==> src/rtl/alu_arb_pkg.sv <==
// Shared types for alu_arbiter: opcode set, FSM states, captured request record.
// No logic; combinational helpers only.
package alu_arb_pkg;

  localparam int ALU_DW = 8;

  typedef enum logic [2:0] {
    OP_ADD = 3'b000,
    OP_SUB = 3'b001,
    OP_AND = 3'b010,
    OP_OR  = 3'b011,
    OP_XOR = 3'b100,
    OP_NOT = 3'b101,
    OP_SHL = 3'b110,
    OP_SHR = 3'b111
  } alu_op_e;

  typedef enum logic [1:0] {
    ST_IDLE = 2'd0,
    ST_EXEC = 2'd1,
    ST_RESP = 2'd2
  } arb_state_e;

  typedef struct packed {
    alu_op_e             op;
    logic [ALU_DW-1:0]   a;
    logic [ALU_DW-1:0]   b;
    logic                id;
  } alu_req_t;

  // Index of the single set bit of a 2-bit one-hot grant.
  function automatic logic gnt_idx(input logic [1:0] gnt);
    return gnt[1];
  endfunction

endpackage

==> src/rtl/alu_arbiter_rr_arb2.sv <==
// Two-input round-robin arbiter: combinational grant from valid and pointer, zero latency.
// Pointer moves to the losing side only when the caller reports an accepted grant.
module rr_arb2 (
  input  logic       clk,
  input  logic       rst_n,
  input  logic [1:0] vld,
  input  logic       accept,
  output logic [1:0] gnt
);

  logic ptr_q;
  logic ptr_d;

  always_comb begin
    gnt = 2'b00;
    unique case (vld)
      2'b01:   gnt = 2'b01;
      2'b10:   gnt = 2'b10;
      2'b11:   gnt = ptr_q ? 2'b10 : 2'b01;
      default: gnt = 2'b00;
    endcase
  end

  // After serving requester 0 the pointer favours 1, and vice versa.
  always_comb begin
    ptr_d = ptr_q;
    if (accept && (gnt != 2'b00)) begin
      ptr_d = gnt[0];
    end
  end

  always_ff @(posedge clk or negedge rst_n) begin
    if (!rst_n) begin
      ptr_q <= 1'b0;
    end else begin
      ptr_q <= ptr_d;
    end
  end

endmodule

==> src/rtl/alu_arbiter.sv <==
// Two requesters share one registered 8-bit ALU; result 1 cycle after accept, >=3 cycles/op.
// Holds result until rsp_ready; rsp_c/rsp_z flag ports exist only with ALU_ARB_FLAGS_EN.
module alu_arbiter
  import alu_arb_pkg::*;
#(
  parameter int DW = ALU_DW
) (
  input  logic          clk,
  input  logic          rst_n,
  input  logic [1:0]    req_valid,
  output logic [1:0]    req_ready,
  input  logic [2:0]    req0_op,
  input  logic [DW-1:0] req0_a,
  input  logic [DW-1:0] req0_b,
  input  logic [2:0]    req1_op,
  input  logic [DW-1:0] req1_a,
  input  logic [DW-1:0] req1_b,
  output logic          rsp_valid,
  input  logic          rsp_ready,
  output logic          rsp_id,
  output logic [DW-1:0] rsp_y
`ifdef ALU_ARB_FLAGS_EN
  ,
  output logic          rsp_c,
  output logic          rsp_z
`endif
);

  arb_state_e    state_q;
  arb_state_e    state_d;
  logic [1:0]    gnt;
  logic          req_hs;
  alu_req_t      req_q;
  alu_req_t      req_d;
  logic [DW-1:0] alu_y;
  logic [DW-1:0] rsp_y_q;
  logic [DW-1:0] rsp_y_d;
  logic          rsp_id_q;
  logic          rsp_id_d;

  assign req_hs = |req_ready;

  rr_arb2 u_arb (
    .clk    (clk),
    .rst_n  (rst_n),
    .vld    (req_valid),
    .accept (req_hs),
    .gnt    (gnt)
  );

  always_ff @(posedge clk or negedge rst_n) begin
    if (!rst_n) begin
      state_q <= ST_IDLE;
    end else begin
      state_q <= state_d;
    end
  end

  always_comb begin
    state_d = state_q;
    unique case (state_q)
      ST_IDLE: if (req_hs)    state_d = ST_EXEC;
      ST_EXEC:                state_d = ST_RESP;
      ST_RESP: if (rsp_ready) state_d = ST_IDLE;
      default:                state_d = ST_IDLE;
    endcase
  end

  always_comb begin
    req_ready = 2'b00;
    rsp_valid = 1'b0;
    unique case (state_q)
      ST_IDLE: req_ready = gnt;
      ST_RESP: rsp_valid = 1'b1;
      default: ;
    endcase
  end

  // Requests are snapshotted so requesters are free to move on after the accept edge.
  always_comb begin
    req_d = req_q;
    if (req_hs) begin
      req_d.id = gnt_idx(req_ready);
      if (gnt_idx(req_ready)) begin
        req_d.op = alu_op_e'(req1_op);
        req_d.a  = req1_a;
        req_d.b  = req1_b;
      end else begin
        req_d.op = alu_op_e'(req0_op);
        req_d.a  = req0_a;
        req_d.b  = req0_b;
      end
    end
  end

  always_ff @(posedge clk or negedge rst_n) begin
    if (!rst_n) begin
      req_q <= '0;
    end else begin
      req_q <= req_d;
    end
  end

  always_comb begin
    alu_y = '0;
    unique case (req_q.op)
      OP_ADD:  alu_y = req_q.a + req_q.b;
      OP_SUB:  alu_y = req_q.a - req_q.b;
      OP_AND:  alu_y = req_q.a & req_q.b;
      OP_OR:   alu_y = req_q.a | req_q.b;
      OP_XOR:  alu_y = req_q.a ^ req_q.b;
      OP_NOT:  alu_y = ~req_q.a;
      OP_SHL:  alu_y = {req_q.a[DW-2:0], 1'b0};
      OP_SHR:  alu_y = {1'b0, req_q.a[DW-1:1]};
      default: alu_y = '0;
    endcase
  end

  always_comb begin
    rsp_y_d  = rsp_y_q;
    rsp_id_d = rsp_id_q;
    if (state_q == ST_EXEC) begin
      rsp_y_d  = alu_y;
      rsp_id_d = req_q.id;
    end
  end

  always_ff @(posedge clk or negedge rst_n) begin
    if (!rst_n) begin
      rsp_y_q  <= '0;
      rsp_id_q <= 1'b0;
    end else begin
      rsp_y_q  <= rsp_y_d;
      rsp_id_q <= rsp_id_d;
    end
  end

  assign rsp_y  = rsp_y_q;
  assign rsp_id = rsp_id_q;

`ifdef ALU_ARB_FLAGS_EN
  logic alu_c;
  logic alu_z;
  logic rsp_c_q;
  logic rsp_c_d;
  logic rsp_z_q;
  logic rsp_z_d;

  // A wrapped add always lands below its first operand; SUB carry is the borrow.
  always_comb begin
    alu_c = 1'b0;
    unique case (req_q.op)
      OP_ADD:  alu_c = (alu_y < req_q.a);
      OP_SUB:  alu_c = (req_q.a < req_q.b);
      OP_SHL:  alu_c = req_q.a[DW-1];
      OP_SHR:  alu_c = req_q.a[0];
      default: alu_c = 1'b0;
    endcase
  end

  assign alu_z = (alu_y == '0);

  always_comb begin
    rsp_c_d = rsp_c_q;
    rsp_z_d = rsp_z_q;
    if (state_q == ST_EXEC) begin
      rsp_c_d = alu_c;
      rsp_z_d = alu_z;
    end
  end

  always_ff @(posedge clk or negedge rst_n) begin
    if (!rst_n) begin
      rsp_c_q <= 1'b0;
      rsp_z_q <= 1'b0;
    end else begin
      rsp_c_q <= rsp_c_d;
      rsp_z_q <= rsp_z_d;
    end
  end

  assign rsp_c = rsp_c_q;
  assign rsp_z = rsp_z_q;
`endif

endmodule

==> config.mk <==
export PLATFORM = sky130hd
export DESIGN_NAME = alu_arbiter
export DESIGN_NICKNAME = d
export VERILOG_FILES = /design/src/rtl/alu_arb_pkg.sv /design/src/rtl/alu_arbiter_rr_arb2.sv /design/src/rtl/alu_arbiter.sv
export SDC_FILE = /design/constraint.sdc
export NUM_CORES = 1
export LEC_CHECK = 0
export ABC_AREA = 1
export BUFFER_PORTS_ARGS = -buffer_cell sky130_fd_sc_hd__buf_2
export CAP_MARGIN = 10
export CORE_MARGIN = 2
export CORE_UTILIZATION = 30
export DETAILED_ROUTE_END_ITERATION = 10
export PLACE_DENSITY_LB_ADDON = 0.1
export SYNTH_ARGS = -nofsm -noshare
export SYNTH_HDL_FRONTEND = slang
export SYNTH_SLANG_ARGS = --single-unit
export TNS_END_PERCENT = 1
==> constraint.sdc <==
create_clock -name clk -period 2 [get_ports clk]
set_input_delay 0.3 -clock clk [delete_from_list [all_inputs] [get_ports clk]]
set_output_delay 0.3 -clock clk [all_outputs]
set_load 0.05 [all_outputs]
### Word level (Yosys, flattened, before mapping)

Index checks and enable logic that the tools add are counted.

* flip-flop bits (word level): 32
* memory bits (read-only): 0
* word-level logic and storage cells: 43
* memories: 0
* RAM bits: 0
* output and inout bits: 12
* latch bits: 0
* input port bits: 43

* shift operators: 0
* bitwise gates (word level): 4
* order comparisons: 0
* reduce and logical (&&, ||, !) cells: 6
* multipliers: 0
* muxes and demuxes: 9
* div/mod/pow operators: 0
* $add $sub $neg: 2
* equality and inequality tests: 14

Operator list (count)
* one-hot mux 8 bit (8 select lines): 1
* two-way mux 19 bit: 1
* equality test 3 bit, second input constant: 4
* one-hot mux 2 bit (3 select lines): 2
* adder 8 bit: 1
* bitwise AND 8 bit: 1
* two-way mux 2 bit: 4
* NOT 8 bit: 1
* OR 8 bit: 1
* subtractor 8 bit: 1
* bitwise XOR 8 bit: 1
* equality test 2 bit, second input constant: 3
* equality test 3 x 2 -> 1 bit, second input constant: 2
* equality test 2 x 1 -> 1 bit, second input constant: 2
* equality test 3 x 1 -> 1 bit, second input constant: 1
* zero test 3 bit: 1
* zero test 2 bit: 1
* inequality test 2 x 1 -> 1 bit, second input constant: 1
* inequality test 2 bit, second input constant: 1
* AND reduction 2 bit: 1
* nonzero test 2 bit: 1
* OR reduction 2 bit: 1
* logical AND 1 bit: 1
* two-way mux 1 bit: 1

### Logic depth before layout (Yosys ltp)

Gate-level depths: netlist of run 1.

* word-level depth: 6
* mapped depth: 17
* mapped depth without buffers: 17

### Cells and area by module

Synthesis of run 1 repeated with hierarchy kept, for this count alone.

* cell total of the unflattened synthesis: 329
* area total of the unflattened synthesis: 2408.6 µm²

Modules (own cells, without submodules)
* alu_arbiter: instances 1, area an instance 2348.5 µm², cells an instance 321, seq. area each 775.7 µm²
* rr_arb2: instances 1, area an instance 60.1 µm², cells an instance 8, seq. area each 25.0 µm²

### Least setup slack after synthesis of run 1

Ideal clock, no wire load.

* path type: reg2reg
* start: reg req_q[1] in the netlist's numbering
* end: reg rsp_y_q[7] (netlist: rsp_y[7])
* period minus slack after synthesis: 2.215 ns
* data arrival time: 2.091 ns
* setup slack: -0.215 ns
* buffers on the path: 0
* stages on the path, launching flop included: 18
* setup time: 0.124 ns
* required time: 1.876 ns
* path through: dfrtp_1 inv_1 ha_1 inv_1 nor3_1 inv_1 o31ai_1 xor2_1 inv_1 ha_1 nand2_1 inv_1 nand2_1 nand2_1 a21oi_1 nand3_1 nand3_1 a21oi_1

* word-level cells in the longest chain between the ends: 2
* elaborated cells between the ends (all ways): 3
* those cells by class: add/sub (2); mux (1)

RTL lines
* start: declaration: RTL line alu_arbiter.sv:33 `alu_req_t req_q;`
* start signal: assignment: RTL line alu_arbiter.sv:100 `req_q <= req_d;`
* subtractor 8 bit or adder 8 bit (tied branches): RTL line alu_arbiter.sv:108, alu_arbiter.sv:107
* one-hot mux 8 bit (8 select lines) *: RTL line alu_arbiter.sv:106 `unique case (req_q.op)`
* end signal: assignment: RTL line alu_arbiter.sv:133 `rsp_y_q <= rsp_y_d;`
* end: declaration: RTL line alu_arbiter.sv:36 `logic [DW-1:0] rsp_y_q;`

Every way passes the cells marked *; elsewhere a longest branch is shown, timed or not.
A chain may end at the register's enable or synchronous reset.

### Final worst setup path of run 1

Ends and elaborated chain as after synthesis.

==> results.md, run 1 <==
- The relative contribution of sequential cells to total power is 18.9%.
- A synthesized cell averages 7.370 um^2.
- The overall fraction of global-route tracks in use is 18.99%.
- The routed design has 7.546 mm of wire.
- The HPWL reported at the end of detailed placement is 5.896 mm.
- Once routing completed, OpenROAD measured the worst setup slack at -0.1514 ns.
- The total of warnings raised by yosys is 0.
- After layout, the worst path uses 107.6% of the clock period.
- The area growth from synthesis to layout is 33.59%.
- STA puts the critical path data arrival time at 2.33 ns.
- The via count of the first global-routing pass came to 2,623.
- Setup repair after global routing could not meet its margin everywhere.
- The final weighted congestion of routability-driven global placement is 0.8853.
- By area the synthesized netlist is led by dfrtp_1 (33%), ha_1 (12%), a21oi_1 (8.3%).
- The post-route netlist has 30.00% of its cells at a drive strength greater than 1.
- The first global-routing pass estimated 12.94 mm of wire.
- The setup slack at placement is -0.2080 ns.
- The maximum count of clock buffers along a single path is 2.
- The post-synth net total is 397.
- 0 antenna diodes ended up in the layout.
- The total grt overflow is 0.
- The combinational cell fraction of total power is 73.2%.
- The number of hold buffers added after CTS was 0.
- The path type of the worst min-delay path is in2async.
- The checks that failed: negative setup slack.
- Dividing total power by cell area gives a power density of 2178 nW/um^2.
- STA classifies the critical path endpoint as a register.
- Data on the critical path is required at its endpoint by 2.18 ns.
- In this run the tightest slew margin relative to its limit is 48.69%.
- The cell family contributing the most delay on the critical path is simple AND/OR/NAND/NOR gates.
- The CTS H-tree depth is 2.
- The standard cell with the maximum stage delay on the critical path is dfrtp_1.
- The part of the total power dissipated in the clock network is 7.9%.
- The core region is 7767 um^2.
- Measured on the finished design, the core utilization comes to 41.70%.
- The final number of max-transition violations was 0.
- The routed length per instance is 14.46 um.
- Summing over every cut layer, the via total after detailed routing is 2,506.
- The internal power is 3.417 mW.
- The initial antenna violation count came to 0.
- Net switching is 51.58% of the power.
- The largest total area in the synthesized netlist belongs to dfrtp_1.
- The first TritonRoute pass finished after 4 iterations.
- Summing all placed instances gives a cell area of 3093 um^2.
- The transition time at the pin with the least slew margin is 0.7697 ns.
- The die covers 8818 um^2.
- Leaving out fill and tap cells, the most frequent cells in the layout are buf_2 (53), nand2_1 (50), nor2_1 (47).
- Together, buffers and inverters on the worst path number 4.
- Input and output buffers added on the ports amount to 54.
- The number of vias per cell is 4.801.
- At the later pin of the worst-skew pair, clock insertion delay measures 0.29 ns.
- Counting flops and latches in the post-synthesis netlist gives 32.
- The cell sitting at the root of the clock tree is a clkbuf_8.
- The clock net in this run drives a total of 32 sinks.
- For this configuration, the core starts out at a cell density of 31.22%.
- The critical path launch point type is a register.
- On the final layout, the worst clock skew is 0.008831 ns.
- Pin placement for this block handled 55 I/O pins.
- The upper clock frequency limit is 464.8 MHz.
- The remaining antenna violation count is 0.
- The pin count of the biggest net entering global routing is 33.
- The distinct cell type count of the synthesized netlist is 32.
- The final critical-path required period is 2.151 ns.
- In this run the power spent charging and discharging nets is 3.640 mW.
- After floorplanning, the core was divided into 32 placement rows.
- The sum of negative setup slack is -0.4961 ns.
- The width of the die is 93.91 um.
- The die boundary height is 93.91 um.
- After routing the design area is 3239 um^2.
- The filler cell count is 852.
- The final count of hold timing violations was 0.
- The critical path goes through inv_2, ha_1, inv_2, nor3_2, inv_1, o31ai_2, xor2_1, inv_1, ha_4, nand2_2, nor2_2, nand2_1, nand3_1, nand2_1, nand3_1, a21oi_1.
- Of all nets on the critical path, the largest fanout is 3.
- The number of clock buffers inserted by TritonCTS is 5.
- The gate count after technology mapping is 329.
- The run finished, with violations left.
- The TritonCTS clock tree is done.
- Across the VDD grid, the largest voltage drop is 0.0006877 V.
- Overall power consumption after layout is estimated at 7.056 mW.
- Leaving out fill and tap cells, the most frequent cell in the layout is buf_2.
- The clock-pin slew reported for the worst setup and hold paths after clock tree synthesis is 0.08 ns.
- The total of endpoints with negative setup slack in the final report is 6.
- The leakage power summed over all cells is 1.659 nW.
- The critical path's largest stage delay is 0.40 ns.
- The kind of critical path is reg2reg.
- In this run the biggest area consumer among cell types represents 33.02% of the synthesized area.
- The number of remaining DRC errors is 0.
- In the final design database the tool counted 487 nets.
- The max-cap violation count is 0.
- The violation count after the first detailed-routing iteration is 92.
- The area of the mapped netlist is 2425 um^2.
- The share of the Yosys chip area taken by registers is 33.02%.
## per-layer routing
metal | up-vias | global-route usage, % | share of wire (%)
li1 | 1279 | - | -
met1 | 1160 | 24.95 | 48
met2 | 57 | 31.73 | 47
met3 | 10 | 3.933 | 3.7
met4 | 0 | 4.952 | 1.7
met5 | - | 0 | 0
## per-stage QoR
step                      hold WS (ns)  std cells
after detailed placement        0.4328        513
after floorplan               0.004409        329
after global placement          0.4307        513
after global routing            0.1299        522
after CTS                       0.1123        522
final                          0.07647        522
## worst reg2reg max path: cells and delay by family, from the launching register on
family / cells / cell delay (ns)
XOR/XNOR: 1 / 0.16
flip-flops: 1 / 0.40
AO/OA/AOI/OAI: 2 / 0.25
buffers and inverters: 4 / 0.26
adder cells (fa/ha/maj): 2 / 0.44
AND/OR/NAND/NOR: 7 / 0.52
## path summary, 6_finish.rpt
kind | start | endpoint | slack, ns | cells after the start
worst max register to register | req_q[1] | rsp_y[7] | -0.15 | 16
worst min register to register | rsp_y[2] | rsp_y[2] | 0.48 | 2
worst min-delay path | rst_n | req_q[7] | 0.08 | 1
max in group asynchronous | rst_n | req_q[13] | 1.43 | 1
worst max-delay path | req_q[1] | rsp_y[7] | -0.15 | 16
min in group clk | rsp_ready | state_q[1] | 0.19 | 2
## kinds of logic after synthesis
group | Yosys count | synth area share (%)
flops | 32 | 33.02
simple gates | 136 | 24.97
compound gates | 78 | 18.06
xor+xnor | 7 | 2.528
buf+inv | 51 | 8.204
fa+ha+maj | 25 | 13.21
## timing repair
item | CTS | global route
pin swaps | 3 | 0
gates resized for setup | 3 | 9
cloned | 0 | 0
buffers inserted | 1 | 0
endpoints found under the setup margin | 6 | 7
## power groups by stage
stage               clock network [mW]  registers (mW)  logic [mW]
floorplan                            0            1.61        2.90
global placement                     0            1.33        4.89
detailed placement                   0            1.34        4.93
CTS                              0.571            1.33        5.06
global route                     0.610            1.39        5.88
finish                           0.555            1.33        5.17
## area by class of cell
cell class              instances  area [um^2]  area share [%]
inverters                      43        161.4           4.983
clock inverters                 1        7.507          0.2317
multi-input cells             246         1505           46.47
clock buffers                   7        86.33           2.665
repair buffers                 91        550.5           16.99
flip-flops and latches         32        800.8           24.72
well taps                     102        127.6           3.940
## flip-flops by register name, summed over array words and instances, names as in the netlist
register and cells:
rsp_y 8, state_q 2, u_arb.ptr_q 1, rsp_id 1
req_q 20
## synthesized netlist by cell type
master / instances
xnor2_1: 1
nor3_1: 2
nand3b_1: 2
nor3_4: 1
clkinv_1: 1
o211ai_1: 1
nor2_4: 1
nand2_4: 1
buf_2: 6
a21oi_1: 40
inv_2: 3
o21ai_0: 10
clkbuf_1: 2
fa_1: 1
nand3_2: 1
nand2_1: 52
ha_1: 24
nor2_2: 2
or2_2: 1
nor3_2: 1
xor2_1: 6
a22oi_1: 3
nor2_1: 49
nand4_1: 6
nand2_2: 1
o21a_1: 3
inv_1: 39
a41oi_1: 1
o31ai_1: 1
dfrtp_1: 32
nand3_1: 16
o22ai_1: 19
Power figures use the tool's default switching activity.
==> run 2, diff against run 1 <==
- BUFFER_PORTS_ARGS: -buffer_cell sky130_fd_sc_hd__buf_2 -> -buffer_cell sky130_fd_sc_hd__buf_4
- CTS_BUF_LIST: unset -> sky130_fd_sc_hd__clkbuf_4 sky130_fd_sc_hd__clkbuf_8 sky130_fd_sc_hd__clkbuf_16
- CTS_CLUSTER_DIAMETER: unset -> 200
==> results.md, run 2 (synthesis gave the netlist of run 1 again) <==
- The flow ran to the end, but the final reports show violations.
- The final reports fail on negative setup slack.
- The clock latency reported for the late side of the worst-skew pair was 0.28 ns (about the same).
- The total power of the final layout was 7.082 mW (+0.36%).
- In this design, the largest share of critical-path delay is due to simple AND/OR/NAND/NOR gates.
- The timing startpoint of the critical path is req_q[1].
- The top fanout value on the critical path came to 3 (unchanged).
- The startpoint identified for the worst register-to-register timing path is req_q[1].
- The cell row count is 32 (unchanged).
- STA classifies the critical path endpoint as a register.
- The power density over the cells is 2102 nW/um^2 (-3.5%).
- The setup slack at placement came to -0.2458 ns (-0.03779 ns).
- The critical path's largest stage delay is 0.40 ns (about the same).
- The final worst clock skew is 0.006690 ns (-0.002141 ns).
- The net switching power figure is 3.648 mW (+0.23%).
- The CTS H-tree depth was 2 (unchanged).
- The I/O pin total was 55 (unchanged).
- Leaving out fill and tap cells, the most frequent cells in the layout are buf_4 (86), nand2_1 (48), nor2_1 (47).
- The net switching fraction of the power came to 51.51% (-0.064 points).
- In this run the top signal layer used is met4.
- The register with the most flip-flops in the final layout is req_q.
- The transition time at the pin with the least slew margin is 0.4339 ns (-0.3357 ns).
- Traced cell by cell, the critical path runs through inv_2, ha_1, inv_1, nor3_2, inv_1, o31ai_2, xor2_1, inv_1, ha_4, nand2_2, inv_1, nand2_2, nand2_2, a21oi_2, nand3_1, nand3_2, a21oi_2.
- The final number of max-transition violations is 0 (unchanged).
- The number of cells traversed by the worst register-to-register path is 17 (+1).
- The number of optimization iterations in the first detailed-route pass was 4 (unchanged).
- The leakage power summed over all cells is 1.698 nW (+2.3%).
- The die footprint is 8818 um^2 (unchanged).
- The initial antenna violation count came to 0 (unchanged).
- The post-place instance area is 3198 um^2 (+3.4%).
- The met1 wire length is 3.439 mm (-4.7%).
- The first-pass GRT wire length is 12.06 mm (-6.8%).
- The number of buffers inserted by port buffering came to 54 (unchanged).
- The upper clock frequency limit is 464.5 MHz (about the same).
- The final critical-path required period came to 2.153 ns (+0.001618 ns).
- The final net count was 484 (-0.62%).
- The final worst hold slack was 0.2005 ns (+0.1240 ns).
- The buffering stage count on the worst path with inverters included is 5 (+1).
- The clock-pin slew reported for the worst setup and hold paths after clock tree synthesis came to 0.08 ns (about the same).
- The internal power came to 3.434 mW (+0.49%).
- The most frequent standard cell in the layout excluding fill and tap cells is buf_4.
- The worst slew margin relative to its limit came to 71.07% (+22 points).
- The floorplan core area is 7767 um^2 (unchanged).
- The sum of met3 wire segment lengths after detailed routing is 233 um (-16%).
- The largest individual stage delay along the critical path comes from the cell dfrtp_1.
- The HPWL reported at the end of detailed placement is 5.786 mm (-1.9%).
- The count of inserted antenna diode cells is 0 (unchanged).
- The count of clock tree sinks is 32 (unchanged).
- The number of remaining DRC errors is 0 (unchanged).
- The final count of hold timing violations is 0 (unchanged).
- The endpoint required time on the critical path is 2.16 ns (-0.02 ns).
- The area of combinational cells with multiple inputs is 1525 um^2 (+1.3%).
- The violation count after the first detailed-routing iteration is 107 (+16%).
- The sum of negative setup slack is -0.2352 ns (+0.2609 ns).
- The critical path launch point type is a register.
- The relative contribution of sequential cells to total power is 18.7% (-0.2 points).
- Setup repair after global routing could not meet its margin everywhere.
- The worst reg-to-reg setup slack is -0.15 ns (about the same).
- The share of post-route cells with drive strength above 1 is 30.46% (+0.46 points).
- The number of vias per cell came to 4.746 (-1.1%).
- The worst setup slack after layout is -0.1530 ns (-0.001618 ns).
- The pin count of the biggest net entering global routing is 33 (unchanged).
- The number of clock buffers inserted by TritonCTS is 5 (unchanged).
- The combinational cell fraction of total power came to 74.1% (+0.9 points).
- The overall fraction of global-route tracks in use is 17.66% (-1.3 points).
- The endpoint of the worst setup timing path is rsp_y[7].
- The via count of the first global-routing pass is 2,531 (-3.5%).
- The endpoint identified for the worst register-to-register timing path is rsp_y[7].
- The part of the total power dissipated in the clock network is 7.2% (-0.7 points).
- The wire length on met2 is 3.521 mm (-0.25%).
- TritonCTS built the clock tree.
- The register area is 800.8 um^2 (unchanged).
- The initial core utilization is 31.22% (unchanged).
- The total grt overflow is 0 (unchanged).
- The maximum ir drop on the vdd rail came to 0.0007329 V (+6.6%).
- The clock root buffer is clkbuf_8.
- The logic depth of the worst setup path including buffers is 17 (+1).
- The total of endpoints with negative setup slack in the final report is 2 (-4).
- The final weighted congestion of routability-driven global placement is 0.8385 (-5.3%).
- The routed length per instance is 13.92 um (-3.7%).
- The max-cap violation count is 0 (unchanged).
- The wire length reported by the detailed router is 7.226 mm (-4.2%).
- The area growth from synthesis to layout is 38.96%.
- The maximum count of clock buffers along a single path came to 2 (unchanged).
- The kind of critical path is reg2reg.
- The path type of the worst min-delay path is in2reg.
- The filler cell count was 851 (-0.12%).
- The post-route clock period utilization is 107.7% (about the same).
- By instance count, the cell type seen most on the critical path is inv_1.
- The die boundary height is 93.91 um (unchanged).
- The number of flip-flops under the largest register name is 20 (unchanged).
- The post-route cell area is 3369 um^2 (+4.0%).
- The remaining antenna violation count is 0 (unchanged).
- The via count is 2,463 (-1.7%).
- The width of the die came to 93.91 um (unchanged).
- The arrival time reported for the critical path endpoint is 2.32 ns (about the same).
run 2: changes by cell type in the layout (fill, tap and decap cells not counted), sizes merged:
cell,before,now
clkinvlp,1,0
clkbuf,8,5
buf,90,87
dlygate4sd3,0,1
clkinv,1,4
run 2: power by group through the flow:
stage / registers, mW / clock network (mW) / logic [mW]
4_1_cts: 1.33 / 0.535 / 5.08
3_5_place_dp: 1.33 / 0 / 4.92
6_report: 1.33 / 0.510 / 5.25
3_3_place_gp: 1.33 / 0 / 4.88
5_1_grt: 1.37 / 0.562 / 5.87
2_1_floorplan: 1.61 / 0 / 2.90
run 2: stage by stage:
stage	cells	util, %
5_1_grt	519	43.38
3_5_place_dp	509	41.17
3_3_place_gp	509	41.17
6_report	519	43.38
2_1_floorplan	329	-
4_1_cts	519	42.86
run 2: repair_timing:
item,4_1_cts,5_1_grt
gates resized for setup,5,13
hold buffers,1,0
pin swaps,3,3
endpoints found under the hold margin,32,0
setup buffers,1,0
setup endpoints to repair,5,7
run 2: worst min path at each step:
stage / slack (ns) / startpoint / cells past startpoint / endpoint
after floorplan: 0.004 / rst_n / 0 / req_q[0]
after global placement: 0.28 / rst_n / 1 / req_q[7]
after detailed placement: 0.28 / rst_n / 1 / req_q[5]
after CTS: 0.19 / rsp_ready / 2 / state_q[1]
after global routing: 0.18 / rsp_ready / 2 / state_q[1]
final: 0.20 / rsp_ready / 2 / state_q[1]
run 2: cell type report:
class	instances	share of cell area, %
repair buffers	88	19.79
inverters	43	4.790
clock buffers	5	2.042
clock inverters	3	0.5570
flip-flops and latches	32	23.77
well taps	102	3.788
multi-input cells	246	45.27
run 2: metal layers:
layer  up-vias  GRT usage, %
met1      1150         22.95
li1       1270             -
met2        41         30.95
met3         2         2.970
met4         0         3.382
met5         -             0
==> run 3, diff against run 2 <==
- REMOVE_ABC_BUFFERS: unset -> 1
- TNS_END_PERCENT: 1 -> unset
==> results.md, run 3 (synthesis gave the netlist of run 1 again) <==
- The total of endpoints with negative setup slack in the final report is 3 (+1).
- The flow ran to the end, but the final reports show violations.
- The overall fraction of global-route tracks in use is 17.56% (-0.11 points).
- The category of the worst setup path capture point is a register.
- The kind of critical path is reg2reg.
- The final critical-path required period was 2.175 ns (+0.02199 ns).
- The synthesis-to-finish area growth is 42.11%.
- The number of flip-flops under the largest register name came to 20 (unchanged).
- The floorplan core area came to 7767 um^2 (unchanged).
- The via count is 2,489 (+1.1%).
- The transition time at the pin with the least slew margin is 0.4242 ns (-0.009768 ns).
- The final number of max-transition violations is 0 (unchanged).
- The arrival time reported for the critical path endpoint is 2.34 ns (+0.02 ns).
- The total grt overflow came to 0 (unchanged).
- The number of vias per cell is 4.787 (+0.86%).
- The number of cells traversed by the worst register-to-register path was 17 (unchanged).
- The number of buffers inserted by port buffering was 54 (unchanged).
- The CTS H-tree depth is 2 (unchanged).
- In this run the worst setup path terminates at rsp_y[7].
- The worst setup path is launched from a register.
- The number of remaining DRC errors came to 0 (unchanged).
- The share of post-route cells with drive strength above 1 is 33.73% (+3.3 points).
- The count of inserted antenna diode cells is 0 (unchanged).
- The final worst hold slack is 0.2367 ns (+0.03620 ns).
- The initial antenna violation count is 0 (unchanged).
- The die boundary height was 93.91 um (unchanged).
- The final net count came to 486 (+0.41%).
- The final count of hold timing violations is 0 (unchanged).
- The timing startpoint of the critical path is req_q[1].
- The via count of the first global-routing pass is 2,479 (-2.1%).
- The final worst clock skew is 0.004098 ns (-0.002592 ns).
- The wire length reported by the detailed router is 7.339 mm (+1.6%).
- The pin count of the biggest net entering global routing was 33 (unchanged).
- The tightest min-delay check is of the in2reg type.
- The launch point of the worst reg-to-reg path is req_q[1].
- The initial core utilization is 31.22% (unchanged).
- The number of optimization iterations in the first detailed-route pass is 4 (unchanged).
- The worst reg-to-reg setup slack is -0.18 ns (-0.02 ns).
- The post-place instance area was 3153 um^2 (-1.4%).
- The first-pass GRT wire length was 12.13 mm (+0.57%).
- Counting flops per register, the top entry is req_q.
- The clock-pin slew reported for the worst setup and hold paths after clock tree synthesis is 0.07 ns (about the same).
- The cell sitting at the root of the clock tree is a clkbuf_8.
- The most frequent standard cell in the layout excluding fill and tap cells is buf_4.
- The number of clock buffers inserted by TritonCTS is 5 (unchanged).
- The die footprint is 8818 um^2 (unchanged).
- The final weighted congestion of routability-driven global placement came to 0.8106 (-3.3%).
- The routed length per instance is 14.11 um (+1.4%).
- The setup slack at placement came to -0.2783 ns (-0.03254 ns).
- In the layout the commonest cells are buf_4 (87), nand2_1 (46), nor2_1 (46).
- The cell row count is 32 (unchanged).
- The endpoint identified for the worst register-to-register timing path is rsp_y[7].
- The max-cap violation count is 0 (unchanged).
- The post-route cell area came to 3446 um^2 (+2.3%).
- The upper clock frequency limit came to 459.8 MHz (-1.0%).
- Setup repair after global routing could not meet its margin everywhere.
- The maximum count of clock buffers along a single path is 2 (unchanged).
- The top fanout value on the critical path is 3 (unchanged).
- The remaining antenna violation count is 0 (unchanged).
- The post-route clock period utilization was 108.7% (+1.1 points).
- TritonCTS built the clock tree.
- The checks that failed: negative setup slack.
- The width of the die is 93.91 um (unchanged).
- The clock latency reported for the late side of the worst-skew pair is 0.29 ns (about the same).
- The worst setup slack after layout is -0.1750 ns (-0.02199 ns).
- The I/O pin total is 55 (unchanged).
- The HPWL reported at the end of detailed placement is 5.541 mm (-4.2%).
- The endpoint required time on the critical path is 2.16 ns (about the same).
- The violation count after the first detailed-routing iteration is 117 (+9.3%).
- The count of clock tree sinks came to 32 (unchanged).
- The worst slew margin relative to its limit is 71.69% (+0.62 points).
[run 3: cell count changes in the layout (fill, tap and decap cells not counted), moves of 2 or more]
cell | previous run | this run
a21oi_1 | 34 | 32
nand3_2 | 1 | 4
nand2_2 | 5 | 7
nand3_1 | 15 | 12
inv_2 | 5 | 8
nand2_1 | 48 | 46
inv_1 | 37 | 34
[run 3: how the worst min path moves through the flow]
stage / slack (ns) / cells after the start / end / from
after floorplan: 0.004 / 0 / req_q[0] / rst_n
final: 0.24 / 2 / state_q[1] / rsp_ready
after CTS: 0.22 / 2 / state_q[1] / rsp_ready
after detailed placement: 0.28 / 1 / rsp_y[5] / rst_n
after global routing: 0.24 / 2 / state_q[1] / rsp_ready
after global placement: 0.28 / 1 / rsp_y[7] / rst_n
[run 3: per-layer routing]
metal / vias up / global-route usage (%) / wire, um
met5: - / 0 / 0
met2: 48 / 28.33 / 3465
met4: 0 / 5.072 / 120
met3: 11 / 2.889 / 278
li1: 1271 / - / -
met1: 1159 / 24.17 / 3475
[run 3: area by class of cell]
type / count / area, um^2
fill: 820 / 4322
multi-input combinational: 246 / 1589
sequential: 32 / 800.8
timing repair buffer: 90 / 685.7
inverter: 43 / 161.4
tap: 102 / 127.6
clock buffer: 6 / 76.32
clock inverter: 1 / 5.005
[run 3: what timing repair did]
| action | in CTS | in global routing |
|---|---|---|
| gates resized for setup | 24 | 21 |
| endpoints found under the hold margin | 32 | 0 |
| hold buffers | 1 | 0 |
| pin swaps | 12 | 9 |
| setup endpoints to repair | 6 | 7 |
| buffers inserted | 2 | 5 |
[run 3: through the flow]
step	setup TNS [ns]	utilization, %	cells
4_1_cts	-0.3546	43.40	518
5_1_grt	-0.8556	44.36	520
6_report	-0.2095	44.36	520
3_5_place_dp	-0.7961	40.59	508
3_3_place_gp	-0.7156	40.59	508
2_1_floorplan	-23.72	-	321
[run 3: critical path, stage by stage (launching register included)]
cell and delay, ns:
dfrtp_1 0.38, inv_2 0.08, ha_4 0.13, inv_2 0.03, nor3_2 0.09, inv_1 0.08, o31ai_2 0.20, xor2_1 0.16
inv_1 0.09, ha_4 0.24, nand2_2 0.07, inv_1 0.04, nand2_1 0.07, nand2_1 0.05, a21oi_1 0.11, nand3_1 0.08
nand3_1 0.07, a21oi_1 0.06
Power of run 3 is not shown: default switching activity piles up to over one toggle a cycle in this logic, so the estimate is an artifact.
